[src/rtl/mem_arb_pkg.sv]
// Shared defaults and types for the two-port memory arbiter.
// Port identifiers and the read-return tag used by the arbiter and its sub-module.
package mem_arb_pkg;

  localparam int DEF_ADDR_W = 10;
  localparam int DEF_DATA_W = 32;
  localparam int MASK_W     = DEF_DATA_W / 8;

  typedef enum logic {
    PORT_A = 1'b0,
    PORT_B = 1'b1
  } port_id_t;

  // One slot of the read-return pipe: which port, if any, owns the data slot.
  typedef struct packed {
    logic     valid;
    port_id_t port;
  } rd_tag_t;

endpackage

[src/rtl/rr_arb2.sv]
// Two-way round-robin arbiter.
// Grant is combinational from the requests and a registered priority pointer.
module rr_arb2
  import mem_arb_pkg::*;
(
  input  logic     clk,
  input  logic     rst_n,
  input  logic     req_a,
  input  logic     req_b,
  output logic     gnt_a,
  output logic     gnt_b,
  output port_id_t gnt_port
);

  // Port that wins the next tie; it always points at the port not granted last.
  port_id_t prio_q;

  always_comb begin
    // NOTE: every combinational output gets a default before any branch, so no path
    // leaves it unassigned and no latch is inferred.
    gnt_a = 1'b0;
    gnt_b = 1'b0;
    // Grants are gated by rst_n so nothing is accepted while reset is asserted.
    if (rst_n) begin
      if (req_a && (!req_b || prio_q == PORT_A)) begin
        gnt_a = 1'b1;
      end else if (req_b) begin
        gnt_b = 1'b1;
      end
    end
    gnt_port = gnt_b ? PORT_B : PORT_A;
  end

  // NOTE: sequential state uses non-blocking assignments so every flop samples
  // pre-edge values regardless of block evaluation order.
  always_ff @(posedge clk or negedge rst_n) begin
    if (!rst_n) begin
      prio_q <= PORT_A;
    end else if (gnt_a) begin
      prio_q <= PORT_B;
    end else if (gnt_b) begin
      prio_q <= PORT_A;
    end
  end

endmodule

[src/rtl/mem_arbiter.sv]
// Two-port (core / debug-DMA) arbiter onto a single-port registered-read RAM.
// One access per cycle; read data returns to the owning port two cycles after grant.
module mem_arbiter
  import mem_arb_pkg::*;
#(
  parameter int ADDR_W = DEF_ADDR_W,
  parameter int DATA_W = DEF_DATA_W
) (
  input  logic                  clk,
  input  logic                  rst_n,

  input  logic                  a_req,
  input  logic                  a_we,
  input  logic [ADDR_W-1:0]     a_addr,
  input  logic [DATA_W-1:0]     a_wdata,
  input  logic [DATA_W/8-1:0]   a_mask,
  output logic                  a_gnt,
  output logic                  a_rvalid,
  output logic [DATA_W-1:0]     a_rdata,

  input  logic                  b_req,
  input  logic                  b_we,
  input  logic [ADDR_W-1:0]     b_addr,
  input  logic [DATA_W-1:0]     b_wdata,
  input  logic [DATA_W/8-1:0]   b_mask,
  output logic                  b_gnt,
  output logic                  b_rvalid,
  output logic [DATA_W-1:0]     b_rdata,

  output logic                  ram_we,
  output logic                  ram_re,
  output logic [ADDR_W-1:0]     ram_addr,
  output logic [DATA_W-1:0]     ram_wdata,
  output logic [DATA_W/8-1:0]   ram_mask,
  input  logic [DATA_W-1:0]     ram_rdata
);

  localparam int BYTES = DATA_W / 8;

  port_id_t            gnt_port;
  logic                gnt_any;

  logic                sel_we;
  logic [ADDR_W-1:0]   sel_addr;
  logic [DATA_W-1:0]   sel_wdata;
  logic [BYTES-1:0]    sel_mask;

  rd_tag_t             tag1_q;
  rd_tag_t             tag2_q;

  rr_arb2 u_rr_arb2 (
    .clk      (clk),
    .rst_n    (rst_n),
    .req_a    (a_req),
    .req_b    (b_req),
    .gnt_a    (a_gnt),
    .gnt_b    (b_gnt),
    .gnt_port (gnt_port)
  );

  assign gnt_any = a_gnt | b_gnt;

  // Fields of the winning port; only meaningful when gnt_any is high.
  always_comb begin
    sel_we    = a_we;
    sel_addr  = a_addr;
    sel_wdata = a_wdata;
    sel_mask  = a_mask;
    if (gnt_port == PORT_B) begin
      sel_we    = b_we;
      sel_addr  = b_addr;
      sel_wdata = b_wdata;
      sel_mask  = b_mask;
    end
  end

  // RAM command register: enables pulse for one cycle per grant, fields hold otherwise.
  always_ff @(posedge clk or negedge rst_n) begin
    if (!rst_n) begin
      ram_we    <= 1'b0;
      ram_re    <= 1'b0;
      ram_addr  <= '0;
      ram_wdata <= '0;
      ram_mask  <= '0;
    end else if (gnt_any) begin
      ram_we    <= sel_we;
      ram_re    <= !sel_we;
      ram_addr  <= sel_addr;
      ram_wdata <= sel_wdata;
      ram_mask  <= sel_we ? sel_mask : '0;
    end else begin
      ram_we    <= 1'b0;
      ram_re    <= 1'b0;
    end
  end

  // Stage 1 lines up with ram_re, stage 2 with the RAM's registered read data.
  always_ff @(posedge clk or negedge rst_n) begin
    if (!rst_n) begin
      tag1_q <= '0;
      tag2_q <= '0;
    end else begin
      tag1_q <= '{valid: gnt_any && !sel_we, port: gnt_port};
      tag2_q <= tag1_q;
    end
  end

  assign a_rvalid = tag2_q.valid && (tag2_q.port == PORT_A);
  assign b_rvalid = tag2_q.valid && (tag2_q.port == PORT_B);

  // Data is zeroed outside its valid cycle so an uninitialised RAM never leaks X.
  assign a_rdata = a_rvalid ? ram_rdata : '0;
  assign b_rdata = b_rvalid ? ram_rdata : '0;

endmodule

[config.mk]
export PLATFORM = sky130hd
export DESIGN_NAME = mem_arbiter
export DESIGN_NICKNAME = d
export VERILOG_FILES = /design/src/rtl/mem_arb_pkg.sv /design/src/rtl/rr_arb2.sv /design/src/rtl/mem_arbiter.sv
export SDC_FILE = /design/constraint.sdc
export NUM_CORES = 1
export LEC_CHECK = 0
export ABC_AREA = 1
export CAP_MARGIN = 0
export CORE_ASPECT_RATIO = 1.75
export CORE_MARGIN = 2
export CORE_UTILIZATION = 25
export DETAILED_ROUTE_END_ITERATION = 16
export GPL_ROUTABILITY_DRIVEN = 1
export PLACE_DENSITY = 0.67
export SLEW_MARGIN = 15
export SYNTH_ARGS = -nofsm -noshare
export SYNTH_HDL_FRONTEND = slang
export SYNTH_SLANG_ARGS = --single-unit
[constraint.sdc]
create_clock -name clk -period 1.1 [get_ports clk]
set_input_delay 0.22 -clock clk [delete_from_list [all_inputs] [get_ports clk]]
set_output_delay 0.22 -clock clk [all_outputs]
set_load 0.1 [all_outputs]
==> out/summary.txt <==
Worst Path Max Fanout = 6
Hold WC Path Type = input port to async pin
worst-margin pin slew = 0.6847 ns
syn avg cell area = 7.060 um2
minimum clock period = 1.708 ns
share of layout cells above drive strength 1 = 69.10%
Final period util = 155.3%
synthesized flop and latch total = 52
Peak VDD IR = 0.001408 V
DP HPWL = 10870 um
number of buffers and inverters on the critical path = 3
Final WS setup = -0.6083 ns
post-synth cell types = 14
Leak = 4.208 nW
post-synthesis sequential area ratio = 48.13%
area grow syn2layout = 240.7%
number of global-route vias before repair = 4426
final instance area = 9211 um2
mux share of post-synthesis cell area = 0%
Largest delay share family, worst path = buffers and inverters
placed inst area = 7252 um2
Slowest-stage cell, CP = dfrtp_2
clock sinks = 52
top cells by area, synth = dfrtp_1, nand2_1, nand3_1
Crit. Startpoint = tag2_q[0]$_DFF_PN0_
fin. max-slew vios = 0
Max-Cap Viols = 0
Num CTS Buffers = 5
WL/cell = 24.56 um
setup TNS = -53.07 ns
RSZ-0062 raised after global routing = yes
Critical Path RT = 0.88 ns
core area = 10640 um2
final wirelength = 20710 um
Iter 0 DRT Violations = 193
status = finished with violations
WS Path Type = register to primary output
DRC = 0
critical path launch point type = register
Place WS = -0.4560 ns
power density over the cells = 1220 nW/um2
Syn Nets = 513
CP peak stage delay = 0.44 ns
final setup violation count = 162
Synth Area in XOR/XNOR = 0%
worst rel slew slack = 54.35%
FP Rows = 50
largest net degree at the start of global routing = 51
Ports = 246
post-synth top area share = 48.13%
final count of hold timing violations = 0
die height = 141.6 um
placer congestion estimate = 0.8596
critical path arrival = 1.49 ns
routed vias/inst = 5.114
clock skew = 0.01288 ns
Post-Synthesis Cells = 383
Clk Latency, worst-skew pair = 0.30 ns
fmax = 585.4 MHz
PortBufs = 245
via count = 4311
yosys warns = 0
clock root buffer = clkbuf_16
compound-gate portion of the synthesized area = 0.1851%
clock tree buffer depth = 2
all-layer global routing usage = 30.18%
Yosys top cell by area = dfrtp_1
Worst Setup End Kind = primary output
worst reg2reg setup slack = -0.38 ns
RR Startpoint = u_rr_arb2.prio_q$_DFFE_PN0P_
crit path cell chain = nor2_4 > inv_6 > clkbuf_16 > nor2_4 > buf_12
die area = 11700 um2
mapped cell area = 2704 um2
initial core utilization = 25.42%
TritonCTS clock tree = built
initial antenna violation count = 1
Adder-Cell Fraction of Synth Area = 0%
DR pass1 iterations = 4
failing checks = negative setup slack
GRT overflow = 0
hold_ws = 0.1750 ns
cell repeated most along the worst path = nor2_4
CTS H-tree lvls = 2
simple-gate portion of the synthesized area = 41.18%
total power = 11.24 mW
post-route ant nets = 0
Die W = 82.62 um
clock slew at reported path FFs = 0.08 ns
global-route wire length before repair = 25700 um
largest family of logic cells by synthesized area = simple AND/OR/NAND/NOR gates
Post-layout nets = 841
layout make-up:
cell class / instances / area (um2)
Timing Repair Buffer: 340 / 4847
Multi-Input combinational cell: 272 / 2506
Fill cell: 455 / 1424
Sequential cell: 52 / 1364
Inverter: 39 / 172.7
Tap cell: 130 / 162.7
Clock buffer: 6 / 128.9
Clock inverter: 2 / 16.27
Timing Repair inverter: 1 / 11.26
Antenna cell: 1 / 2.502
cell families after synthesis:
| family | after synthesis |
|---|---|
| AO/OA/AOI/OAI | 1 |
| buffers and inverters | 60 |
| flip-flops | 52 |
| AND/OR/NAND/NOR | 270 |
path summary, 6_finish.rpt:
| check | cells after the start | end |
|---|---|---|
| setup / recovery | 5 | a_rdata[3] |
| hold / removal | 2 | ram_wdata[23]$_DFFE_PN0P_ |
| min in group clk | 0 | tag2_q[0]$_DFF_PN0_ |
| hold reg to reg | 0 | tag2_q[0]$_DFF_PN0_ |
| max in group asynchronous | 2 | ram_re$_DFF_PN0_ |
| setup reg to reg | 9 | ram_addr[0]$_DFFE_PN0P_ |
sequential cells by signal (all words and copies together), names as in the netlist:
register          count
ram_we                1
u_rr_arb2.prio_q      1
ram_wdata            32
ram_re                1
ram_addr             10
tag1_q                1
ram_mask              4
tag2_q                2
through the flow:
step                std cells  util [%]
floorplan                 383         -
global placement          771     68.19
detailed placement        771     68.19
CTS                       827     82.66
global route              843     86.61
finish                    843     86.61
cell usage in the layout (no fill, tap or decap), drive strengths merged, types with 2 or more instances in the layout:
cell	synthesis	routed
buf	14	210
nand2	136	137
clkdlybuf4s50	0	126
nand3	68	68
nor2	66	66
dfrtp	52	52
inv	39	39
clkbuf	7	7
clkinvlp	0	2
synth_stat cells (all sizes together):
library cell / instances
clkbuf: 7
inv: 39
nand3: 68
dfrtp: 52
buf: 14
a21oi: 1
nor2: 66
nand2: 136
timing repair:
| item | in CTS | in global routing |
|---|---|---|
| setup endpoints to repair | 164 | 165 |
| setup buffers | 36 | 24 |
| hold buffers | 1 | 0 |
| cloned | 13 | 1 |
| gates resized for setup | 200 | 93 |
| pin swaps | 43 | 30 |
| endpoints found under the hold margin | 2 | 0 |
worst reg2reg max path, cell delays in order, from the launching register on:
cell and delay, ns:
dfrtp_1 0.41, nand2_2 0.13, nand3_4 0.09, inv_2 0.08
buf_12 0.13, buf_6 0.10, buf_12 0.15, buf_12 0.17
nand2_1 0.06, nand3_1 0.10
per-layer routing:
metal	GRT usage (%)	vias up	share of wire [%]
met1	29.71	2084	29
met4	20.28	0	7.8
met5	0	-	0
li1	-	1839	-
met2	53.06	291	54
met3	7.952	97	8.2
where the power goes:
| part | internal (mW) | switching [mW] | leakage [nW] | total, mW |
|---|---|---|---|---|
| clock network | 0.853 | 0.796 | 0.0671 | 1.65 |
| registers | 2.25 | 0.371 | 0.593 | 2.62 |
| logic | 2.76 | 4.21 | 3.55 | 6.97 |
No activity file was read; power rests on OpenSTA's default activity.
